### config.mk
export PLATFORM = sky130hd
export DESIGN_NAME = pwm_breath_ctrl_flat
export DESIGN_NICKNAME = d
export VERILOG_FILES = /design/src/rtl/pwm_breath_ctrl_pkg.sv /design/src/rtl/pwm_breath_ctrl_if.sv /design/src/rtl/pwm_breath_ctrl_tick_gen.sv /design/src/rtl/pwm_breath_ctrl.sv /design/src/flat_wrapper.sv
export SDC_FILE = /design/constraint.sdc
export NUM_CORES = 1
export LEC_CHECK = 0
export CORE_MARGIN = 1.5
export CORE_UTILIZATION = 35
export CTS_CLUSTER_DIAMETER = 80
export DETAILED_ROUTE_END_ITERATION = 7
export DONT_BUFFER_PORTS = 1
export GPL_ROUTABILITY_DRIVEN = 0
export HOLD_SLACK_MARGIN = 0.06
export PLACE_DENSITY = 0.54
export SYNTH_ARGS = -nofsm -noshare
export SYNTH_HDL_FRONTEND = slang
export SYNTH_SLANG_ARGS = --single-unit
### constraint.sdc
create_clock -name clk -period 4.3 [get_ports clk]
set_input_delay 0.215 -clock clk [delete_from_list [all_inputs] [get_ports clk]]
set_output_delay 0.215 -clock clk [all_outputs]
set_load 0.01 [all_outputs]
### src/rtl/pwm_breath_ctrl_pkg.sv
// Shared state encoding for the breathing-PWM sequencer; HOLD_* states are only reachable with PWM_BREATH_HOLD_EN.
// Holds no logic, so it adds no latency and has no flow control of its own.
package pwm_breath_pkg;

  localparam logic [2:0] ST_IDLE      = 3'd0;
  localparam logic [2:0] ST_RAMP_UP   = 3'd1;
  localparam logic [2:0] ST_HOLD_HIGH = 3'd2;
  localparam logic [2:0] ST_RAMP_DOWN = 3'd3;
  localparam logic [2:0] ST_HOLD_LOW  = 3'd4;

  typedef enum logic [2:0] {
    IDLE      = ST_IDLE,
    RAMP_UP   = ST_RAMP_UP,
    HOLD_HIGH = ST_HOLD_HIGH,
    RAMP_DOWN = ST_RAMP_DOWN,
    HOLD_LOW  = ST_HOLD_LOW
  } state_e;

endpackage

### src/rtl/pwm_breath_ctrl_if.sv
// Control/config bundle between a host and the breathing sequencer; outputs feed the PWM core.
// Plain level/pulse signals with no handshake: start is dropped while busy is high.
interface pwm_breath_ctrl_if #(
  parameter int N  = 16,
  parameter int PW = 16
);
  logic          start;
  logic          stop;
  logic          one_shot;
  logic [N-1:0]  period_in;
  logic [N-1:0]  duty_min;
  logic [N-1:0]  duty_max;
  logic [N-1:0]  step;
  logic [PW-1:0] step_div;
  logic [PW-1:0] hold_ticks;
  logic [N-1:0]  period_out;
  logic [N-1:0]  duty_out;
  logic          busy;
  logic          cycle_done;
  logic          cfg_err;

  modport master (
    output start, stop, one_shot, period_in, duty_min, duty_max, step, step_div, hold_ticks,
    input  period_out, duty_out, busy, cycle_done, cfg_err
  );

  modport slave (
    input  start, stop, one_shot, period_in, duty_min, duty_max, step, step_div, hold_ticks,
    output period_out, duty_out, busy, cycle_done, cfg_err
  );
endinterface

### src/rtl/pwm_breath_ctrl_tick_gen.sv
// Prescaler: tick is high on every (div+1)-th clock; clr restarts the count at 0.
// Tick is combinational from the counter, so it is usable in the same cycle; no backpressure.
module pwm_tick_gen #(
  parameter int PW = 16
) (
  input  logic          clk,
  input  logic          rst_n,
  input  logic          clr,
  input  logic [PW-1:0] div,
  output logic          tick
);

  logic [PW-1:0] cnt;

  assign tick = (cnt == div);

  always_ff @(posedge clk or negedge rst_n) begin
    if (!rst_n) begin
      cnt <= '0;
    end else if (clr || tick) begin
      cnt <= '0;
    end else begin
      cnt <= cnt + PW'(1);
    end
  end

endmodule

### src/rtl/pwm_breath_ctrl.sv
// Breathing-LED duty sequencer: ramps duty between captured floor/ceiling; PWM_BREATH_HOLD_EN adds hold plateaus.
// Outputs registered, start accepted -> outputs valid next clock; no backpressure, start ignored while busy.
module pwm_breath_ctrl
  import pwm_breath_pkg::*;
#(
  parameter int N  = 16,
  parameter int PW = 16
) (
  input  logic              clk,
  input  logic              rst_n,
  pwm_breath_ctrl_if.slave  bus
);

  state_e        state;
  logic [N-1:0]  period_r;
  logic [N-1:0]  duty_r;
  logic [N-1:0]  min_r;
  logic [N-1:0]  max_r;
  logic [N-1:0]  step_r;
  logic [PW-1:0] div_r;
  logic          one_shot_r;
  logic          stop_pending;
  logic          busy_r;
  logic          done_r;
  logic          err_r;

`ifdef PWM_BREATH_HOLD_EN
  logic [PW-1:0] hold_r;
  logic [PW-1:0] hold_cnt;
`else
  logic          unused_hold;
  assign unused_hold = ^bus.hold_ticks;
`endif

  logic          tick;
  logic          adv;
  logic          clr;
  logic          cyc_end;
  logic          cfg_bad;
  logic          up_done;
  logic          dn_done;
  logic          go_idle;
  logic [N:0]    up_sum;
  logic [N-1:0]  dn_gap;

  pwm_tick_gen #(.PW(PW)) u_tick (
    .clk   (clk),
    .rst_n (rst_n),
    .clr   (clr),
    .div   (div_r),
    .tick  (tick)
  );

  // Sum is one bit wider so a ceiling near 2^N cannot wrap; duty never drops below min_r, so dn_gap cannot underflow.
  always_comb begin
    up_sum  = {1'b0, duty_r} + {1'b0, step_r};
    dn_gap  = duty_r - min_r;
    up_done = (up_sum >= {1'b0, max_r});
    dn_done = (dn_gap < step_r) || (duty_r == min_r);
    cfg_bad = (bus.duty_min > bus.duty_max) || (bus.step == '0);
    go_idle = one_shot_r || stop_pending || bus.stop;
    adv     = 1'b0;
    case (state)
      RAMP_UP:   adv = tick && up_done;
      RAMP_DOWN: adv = tick && dn_done;
`ifdef PWM_BREATH_HOLD_EN
      HOLD_HIGH,
      HOLD_LOW:  adv = (hold_r == '0) || (tick && (hold_cnt == hold_r - PW'(1)));
`endif
      default:   adv = 1'b0;
    endcase
    // Every state change restarts the prescaler, so each state sees a full tick period first.
    clr = (state == IDLE) || adv;
`ifdef PWM_BREATH_HOLD_EN
    cyc_end = adv && (state == HOLD_LOW);
`else
    cyc_end = adv && (state == RAMP_DOWN);
`endif
  end

  always_ff @(posedge clk or negedge rst_n) begin
    if (!rst_n) begin
      state        <= IDLE;
      period_r     <= '0;
      duty_r       <= '0;
      min_r        <= '0;
      max_r        <= '0;
      step_r       <= '0;
      div_r        <= '0;
      one_shot_r   <= 1'b0;
      stop_pending <= 1'b0;
      busy_r       <= 1'b0;
      done_r       <= 1'b0;
      err_r        <= 1'b0;
`ifdef PWM_BREATH_HOLD_EN
      hold_r       <= '0;
      hold_cnt     <= '0;
`endif
    end else begin
      done_r <= 1'b0;
      err_r  <= 1'b0;
      if (state != IDLE && bus.stop) begin
        stop_pending <= 1'b1;
      end
`ifdef PWM_BREATH_HOLD_EN
      if (clr) begin
        hold_cnt <= '0;
      end else if (tick) begin
        hold_cnt <= hold_cnt + PW'(1);
      end
`endif
      case (state)
        IDLE: begin
          if (bus.start) begin
            if (cfg_bad) begin
              err_r <= 1'b1;
            end else begin
              state        <= RAMP_UP;
              busy_r       <= 1'b1;
              period_r     <= bus.period_in;
              duty_r       <= bus.duty_min;
              min_r        <= bus.duty_min;
              max_r        <= bus.duty_max;
              step_r       <= bus.step;
              div_r        <= bus.step_div;
              one_shot_r   <= bus.one_shot;
              stop_pending <= 1'b0;
`ifdef PWM_BREATH_HOLD_EN
              hold_r       <= bus.hold_ticks;
`endif
            end
          end
        end
        RAMP_UP: begin
          if (tick) begin
            if (up_done) begin
              duty_r <= max_r;
`ifdef PWM_BREATH_HOLD_EN
              state  <= HOLD_HIGH;
`else
              state  <= RAMP_DOWN;
`endif
            end else begin
              duty_r <= up_sum[N-1:0];
            end
          end
        end
        RAMP_DOWN: begin
          if (tick) begin
            if (dn_done) begin
              duty_r <= min_r;
`ifdef PWM_BREATH_HOLD_EN
              state  <= HOLD_LOW;
`endif
            end else begin
              duty_r <= duty_r - step_r;
            end
          end
        end
`ifdef PWM_BREATH_HOLD_EN
        HOLD_HIGH: begin
          if (adv) begin
            state <= RAMP_DOWN;
          end
        end
        HOLD_LOW: begin
        end
`endif
        default: state <= IDLE;
      endcase
      if (cyc_end) begin
        done_r <= 1'b1;
        if (go_idle) begin
          state        <= IDLE;
          busy_r       <= 1'b0;
          duty_r       <= '0;
          period_r     <= '0;
          stop_pending <= 1'b0;
        end else begin
          state        <= RAMP_UP;
          duty_r       <= min_r;
        end
      end
    end
  end

  assign bus.period_out = period_r;
  assign bus.duty_out   = duty_r;
  assign bus.busy       = busy_r;
  assign bus.cycle_done = done_r;
  assign bus.cfg_err    = err_r;

endmodule

### src/flat_wrapper.sv
// flat-port wrapper written by rule: the top's interface ports become plain ports
module pwm_breath_ctrl_flat import pwm_breath_pkg::*;
#(
  parameter int N  = 16,
  parameter int PW = 16
)
  (clk, rst_n, bus_start, bus_stop, bus_one_shot, bus_period_in, bus_duty_min, bus_duty_max, bus_step, bus_step_div, bus_hold_ticks, bus_period_out, bus_duty_out, bus_busy, bus_cycle_done, bus_cfg_err);
  pwm_breath_ctrl_if #(.N(N), .PW(PW)) bus_i ();
  input  logic clk;
  input  logic rst_n;
  input wire logic [$bits(bus_i.start)-1:0] bus_start;
  input wire logic [$bits(bus_i.stop)-1:0] bus_stop;
  input wire logic [$bits(bus_i.one_shot)-1:0] bus_one_shot;
  input wire logic [$bits(bus_i.period_in)-1:0] bus_period_in;
  input wire logic [$bits(bus_i.duty_min)-1:0] bus_duty_min;
  input wire logic [$bits(bus_i.duty_max)-1:0] bus_duty_max;
  input wire logic [$bits(bus_i.step)-1:0] bus_step;
  input wire logic [$bits(bus_i.step_div)-1:0] bus_step_div;
  input wire logic [$bits(bus_i.hold_ticks)-1:0] bus_hold_ticks;
  output wire logic [$bits(bus_i.period_out)-1:0] bus_period_out;
  output wire logic [$bits(bus_i.duty_out)-1:0] bus_duty_out;
  output wire logic [$bits(bus_i.busy)-1:0] bus_busy;
  output wire logic [$bits(bus_i.cycle_done)-1:0] bus_cycle_done;
  output wire logic [$bits(bus_i.cfg_err)-1:0] bus_cfg_err;
  assign bus_i.start = bus_start;
  assign bus_i.stop = bus_stop;
  assign bus_i.one_shot = bus_one_shot;
  assign bus_i.period_in = bus_period_in;
  assign bus_i.duty_min = bus_duty_min;
  assign bus_i.duty_max = bus_duty_max;
  assign bus_i.step = bus_step;
  assign bus_i.step_div = bus_step_div;
  assign bus_i.hold_ticks = bus_hold_ticks;
  assign bus_period_out = bus_i.period_out;
  assign bus_duty_out = bus_i.duty_out;
  assign bus_busy = bus_i.busy;
  assign bus_cycle_done = bus_i.cycle_done;
  assign bus_cfg_err = bus_i.cfg_err;
  pwm_breath_ctrl #(.N(N), .PW(PW)) u_core (.clk(clk), .rst_n(rst_n), .bus(bus_i));
endmodule
==> impl_metrics.py, run 1 <==
metrics = {
    "synth": {
        "syn-num-nets": 1185,
        "async_flop_share_pct": 100.0,
        "ys_top_cells_by_area": "dfrtp_1, ha_1, mux2_2, inv_1, nor2_1",
        "synth_ff_type": "dfrtp_1",
        "synth_cells": 987,
        "synth-seq-cells": 119,
        "ys_warn_count": 0,
        "syn_area_um2": 9086,
        "postSynthAreaPerCell_um2": 9.206,
        "synth_edf_count": 0,
        "seq_area_frac_synth_pct": 32.77,
        "synth_cell_types": 75,
        "yosysTopAreaCellShare_pct": 32.77,
        "synth_top_area_cell": "dfrtp_1",
    },
    "routing": {
        "ant_nets": 0,
        "drtIter0Drc": 568,
        "remaining_drc_errors": 0,
        "drtPass1Iterations": 8,
        "vias_per_cell": 5.376,
        "vias": 8354,
        "totalWireLength_mm": 29.50,
        "wl_per_cell_um": 18.98,
    },
    "finish": {
        "area_growth_pct": 36.46,
        "drive_gt1_share_pct": 25.98,
        "n_antenna_cell": 0,
        "layout.cells.non_filler": 1554,
        "fin_nets": 1409,
        "utilization_pct": 48.96,
        "mostFrequentLayoutCells": "buf_4, dfrtp_1, inv_1",
        "final_common_cell": "buf_4",
    },
    "floorplan": {
        "boundaryPins": 136,
        "die_w_um": 164.1,
        "start_util_pct": 35.88,
        "fp.coreArea_um2": 25330,
        "fp-row-count": 58,
        "die_y_um": 164.1,
        "die_area_um2": 26940,
    },
    "grt": {
        "grt_max_degree": 120,
        "grt_pass1_wl_mm": 45.97,
        "grt_usage_pct": 22.29,
        "antenna_found_initial": 0,
        "grt_pass1_vias": 8594,
        "grt-ovfl-total": 0,
    },
    "cts": {
        "cts_htree_levels": 4,
        "clk_latency_ns": 0.42,
        "path_clk_slew_ns": 0.07,
        "cts_buffers": 17,
        "clkSinkCount": 119,
        "root_buffer": "clkbuf_16",
        "cts.path.max_buffers": 2,
        "cts_tree": "built",
    },
    "sta": {
        "setup_viol": 3,
        "slew_headroom_pct": 7.549,
        "skew_ns": 0.01177,
        "hold_viol": 0,
        "rsz0062_at_grt": "true",
        "post-route-min-period_ns": 4.338,
        "max_freq_ghz": 0.2305,
        "timing.hold.ws_ns": 0.08568,
        "period_share_pct": 100.9,
        "fin_ws_ns": -0.03807,
        "drv_slew": 0,
        "worst_pin_slew_ns": 1.376,
    },
    "worst_setup_path": {
        "crit_arrival_ns": 4.68,
        "worstSetupPathType": "reg2reg",
        "path_max_fanout": 6,
        "critical_path.endpoint_type": "flop",
        "worstPathRequired_ns": 4.64,
        "setup.worst_path.start_class": "flop",
    },
    "worst_hold_path": {
        "hold_class": "in2reg",
    },
    "power_and_ir_drop": {
        "pwr-share-seq_pct": 15.3,
        "ir_worst_vdd_v": 0.0004282,
        "sw_frac_of_total_pct": 45.85,
        "p_comb_share_pct": 71.2,
        "p_sw_mw": 5.255,
        "power.internal_mw": 6.206,
        "p_leak_nw": 5.783,
        "powerDensity_nw_per_um2": 924.3,
        "clock_power_share_pct": 13.5,
    },
    "outcome": {
        "violations": "setup timing",
        "status": "complete, but fails checks",
    },
    "place": {
        "placed_cells": 1413,
        "port_buffers": 0,
        "dp_hpwl_mm": 21.52,
        "place_ws_ns": -0.3163,
    },
    "flow_run": {
        "maxCapViolations": 0,
    },
}
## flip-flops by register name, summed over array words and instances, names as in the netlist
signal / cells
u_core.bus.duty_out: 16
u_core.bus.period_out: 16
u_core.div_r: 16
u_core.max_r: 16
u_core.min_r: 16
u_core.step_r: 16
u_core.u_tick.cnt: 16
u_core.state: 2
u_core.bus.busy: 1
u_core.bus.cfg_err: 1
u_core.bus.cycle_done: 1
u_core.one_shot_r: 1
u_core.stop_pending: 1
## what timing repair did
item / CTS / global route
buffers inserted: 15 / 13
setup endpoints to repair: 37 / 37
hold buffers: 84 / 0
gates resized for setup: 32 / 61
hold endpoints to repair: 203 / 0
pin swaps: 23 / 50
gates cloned: 1 / 1
## logic make-up (layout without fill, tap and decap cells)
group / Yosys count / after routing / synth area share (%)
AO/OA/AOI/OAI: 242 / 242 / 19.03
XOR/XNOR: 61 / 61 / 5.880
AND/OR/NAND/NOR: 270 / 271 / 14.54
adder cells (fa/ha/maj): 97 / 97 / 13.61
multiplexers: 70 / 70 / 8.400
buffers and inverters: 128 / 364 / 5.770
flip-flops: 119 / 119 / 32.77
## metrics by stage
step                power (mW)   TNS, ns  cell area, um^2
CTS                      10.57  -0.04403            12050
global route             12.27    -4.164            12400
detailed placement       8.458    -6.616            10340
global placement         8.403    -2.765            10340
floorplan                6.030         0             9091
finish                   11.46  -0.05301            12400
## path summary, 6_finish.rpt
check | end | slack (ns) | start | cells after the start
worst min register to register | u_core.max_r[11] | 0.48 | u_core.max_r[11] | 2
min in group asynchronous | u_core.bus.period_out[5] | 0.41 | rst_n | 2
worst min-delay path | u_core.bus.duty_out[12] | 0.09 | bus_duty_min[12] | 2
worst max-delay path | u_core.bus.duty_out[1] | -0.04 | u_core.bus.duty_out[0] | 22
worst max register to register | u_core.bus.duty_out[1] | -0.04 | u_core.bus.duty_out[0] | 22
max in group asynchronous | u_core.step_r[7] | 3.39 | rst_n | 2
## synth_stat cells, types with 6 or more instances
cell and instances:
a221oi_1 9, nor4_1 13, a21oi_1 51, a21o_1 18, o21a_1 8, inv_1 93
o21ai_0 48, a31oi_1 11, ha_1 94, mux2i_1 20, xnor2_1 31, o211ai_1 8
o2111ai_1 11, mux2_2 50, xor2_1 30, dfrtp_1 119, a211oi_1 14, nand3_1 30
nor3_1 14, nand2b_1 12, or3_1 6, nor2_1 79, clkbuf_1 16, nand4_1 13
nor2b_1 14, buf_2 14, nand2_1 61
## critical path: stages (launching register included)
cell       delay [ns]
dfrtp_1          0.41
inv_2            0.10
ha_4             0.14
inv_2            0.03
fa_2             0.33
a21o_1           0.18
a21oi_2          0.15
o21bai_1         0.09
a21o_1           0.23
a21oi_4          0.23
o21ai_2          0.08
a21oi_2          0.14
xnor2_1          0.10
ha_1             0.19
a21o_1           0.18
a211o_1          0.30
a41oi_2          0.23
o31ai_4          0.15
a2111oi_4        0.35
buf_6            0.19
a21o_1           0.14
o32a_1           0.14
a21boi_2         0.19
## power groups by stage
| stage | combinational, mW | sequential (mW) | clock [mW] |
|---|---|---|---|
| floorplan | 4.32 | 1.71 | 0 |
| global placement | 6.66 | 1.75 | 0 |
| detailed placement | 6.71 | 1.75 | 0 |
| CTS | 7.25 | 1.74 | 1.58 |
| global route | 8.86 | 1.79 | 1.62 |
| finish | 8.16 | 1.75 | 1.55 |
## metal layers
metal / wire length, um / global-route usage (%)
met3: 1515 / 4.242
met1: 13370 / 29.27
met5: 0 / 0
met4: 863 / 7.769
met2: 13750 / 36.50
## final cells by class
class                   instances  area, um^2
repair buffers                238        2082
multi-input cells             741        5948
fillers                      2361       12930
flip-flops and latches        119        2978
clock buffers                  18       439.2
inverters                      94       352.8
well taps                     330       412.9
clock inverters                14       186.4
No activity file was read; power rests on OpenSTA's default activity.
==> run 2, diff against run 1 <==
Settings changed: CORE_UTILIZATION 35 to 45, PLACE_DENSITY 0.54 to 0.65, SETUP_SLACK_MARGIN set to 0.15.
==> impl_metrics.py, run 2 (synthesis results as in run 1) <==
metrics = {
    "outcome": {
        "status": "complete, but fails checks",
        "violations": "setup timing",
    },
    "worst_setup_path": {
        "critPathLaunch": "u_core.min_r[0]",
        "setup.worst_path.start_class": "flop",
        "crit_arrival_ns": 4.70,
        "worstPathCellList": "ha_4 -> buf_4 -> nor2b_4 -> o21ai_2 -> a21boi_2 -> o21a_1 -> o21ai_4 -> a211oi_4 -> nor4_2 -> a311o_1 -> ha_4 -> a21o_1 -> a211o_1 -> a41oi_2 -> o31ai_4 -> a2111oi_4 -> buf_4 -> a21o_1 -> o32a_1 -> a21boi_4",
        "critPathSlowestCell": "dfrtp_1",
        "crit_buf_inv": 2,
        "max_stage_delay_ns": 0.42,
        "path_max_fanout": 4,
        "critical_path.endpoint_type": "flop",
        "cp_top_family": "compound AO/OA/AOI/OAI gates",
        "worstPathRequired_ns": 4.64,
        "worstSetupPathType": "reg2reg",
        "r2r-start": "u_core.min_r[0]",
    },
    "cts": {
        "cts_htree_levels": 4,
        "path_clk_slew_ns": 0.06,
        "clk_latency_ns": 0.43,
        "root_buffer": "clkbuf_16",
        "cts_tree": "built",
        "cts.path.max_buffers": 2,
        "cts_buffers": 17,
        "clkSinkCount": 119,
    },
    "worst_hold_path": {
        "hold_start": "bus_duty_min[0]",
        "hold_class": "in2reg",
    },
    "floorplan": {
        "die_y_um": 145.1,
        "boundaryPins": 136,
        "die_w_um": 145.1,
        "fp.coreArea_um2": 19650,
        "die_area_um2": 21050,
        "start_util_pct": 46.23,
        "fp-row-count": 51,
    },
    "flow_run": {
        "maxCapViolations": 0,
    },
    "sta": {
        "timing.hold.ws_ns": 0.06437,
        "hold_viol": 0,
        "skew_ns": 0.01107,
        "worst_pin_slew_ns": 1.114,
        "drv_slew": 0,
        "setup_viol": 4,
        "slew_headroom_pct": 25.27,
        "post-route-min-period_ns": 4.356,
        "tns_ns": -0.1015,
        "max_freq_ghz": 0.2295,
        "rsz0062_at_grt": "true",
        "fin_ws_ns": -0.05646,
        "period_share_pct": 101.3,
    },
    "place": {
        "dp_hpwl_mm": 20.19,
        "place_ws_ns": -0.1627,
        "placed_cells": 1315,
        "port_buffers": 0,
        "placed_cell_area_um2": 10030,
    },
    "finish": {
        "n_antenna_cell": 0,
        "area_growth_pct": 36.37,
        "mostFrequentLayoutCells": "dfrtp_1, buf_4, inv_1",
        "stdcell_area_um2": 12390,
        "layout.area.seq_um2": 2979,
        "multiInputGateArea_um2": 6173,
        "utilization_pct": 63.04,
        "layout.cells.non_filler": 1460,
        "fin_nets": 1380,
        "final_common_cell": "dfrtp_1",
        "drive_gt1_share_pct": 26.69,
        "fillers": 1650,
    },
    "grt": {
        "grt_max_degree": 120,
        "grt_usage_pct": 26.51,
        "antenna_found_initial": 0,
        "use_met1_pct": 32.76,
        "grt-busiest-layer": "met2",
        "met3_usage_pct": 5.943,
        "met2_usage_pct": 44.76,
        "grt-ovfl-total": 0,
        "grt_pass1_wl_mm": 43.68,
        "grt_pass1_vias": 8185,
    },
    "power_and_ir_drop": {
        "power_mw": 11.79,
        "ir_worst_vdd_v": 0.0007108,
        "p_leak_nw": 5.695,
        "powerDensity_nw_per_um2": 951.2,
    },
    "routing": {
        "wl_per_cell_um": 19.78,
        "remaining_drc_errors": 0,
        "vias_per_cell": 5.783,
        "drtIter0Drc": 638,
        "vias": 8443,
        "drtPass1Iterations": 5,
        "ant_nets": 0,
        "totalWireLength_mm": 28.89,
    },
}
-- run 2: final cells by class --
| class | instances | area share, % |
|---|---|---|
| Timing Repair Buffer | 209 | 15.75 |
| Clock buffer | 17 | 3.433 |
| Sequential cell | 119 | 24.04 |
| Inverter | 94 | 2.848 |
| Multi-Input combinational cell | 741 | 49.82 |
| Tap cell | 265 | 2.676 |
| Clock inverter | 15 | 1.424 |
-- run 2: where the power goes --
part / leakage, nW / internal, mW / switching [mW]
combinational: 3.83 / 4.06 / 4.45
clock: 0.296 / 0.878 / 0.618
sequential: 1.57 / 1.40 / 0.370
-- run 2: per-layer routing --
| layer | routed length (um) | vias up |
|---|---|---|
| met5 | 0 | - |
| met4 | 991 | 0 |
| met3 | 1943 | 70 |
| met2 | 14170 | 328 |
| met1 | 11780 | 4075 |
| li1 | - | 3970 |
-- run 2: worst paths after layout --
| path | endpoint | slack, ns | cells past startpoint |
|---|---|---|---|
| hold reg to reg | u_core.max_r[11] | 0.51 | 2 |
| min in group asynchronous | u_core.max_r[2] | 0.45 | 2 |
| hold / removal | u_core.min_r[0] | 0.06 | 2 |
| setup reg to reg | u_core.bus.duty_out[1] | -0.06 | 20 |
| setup / recovery | u_core.bus.duty_out[1] | -0.06 | 20 |
| max in group asynchronous | u_core.step_r[13] | 3.38 | 2 |
-- run 2: worst register-to-register path, stage by stage (launching register included) --
cell and delay (ns):
dfrtp_1 0.42, ha_4 0.18, buf_4 0.13, nor2b_4 0.10
o21ai_2 0.08, a21boi_2 0.17, o21a_1 0.21, o21ai_4 0.09
a211oi_4 0.31, nor4_2 0.07, a311o_1 0.36, ha_4 0.23
a21o_1 0.17, a211o_1 0.30, a41oi_2 0.25, o31ai_4 0.15
a2111oi_4 0.30, buf_4 0.19, a21o_1 0.19, o32a_1 0.18
a21boi_4 0.18
-- run 2: timing repair --
action	CTS	global route
setup endpoints to repair	37	37
hold buffers	83	1
resized for setup	41	103
pin swaps	32	70
cloned	3	1
endpoints found under the hold margin	206	1
buffers inserted	11	14
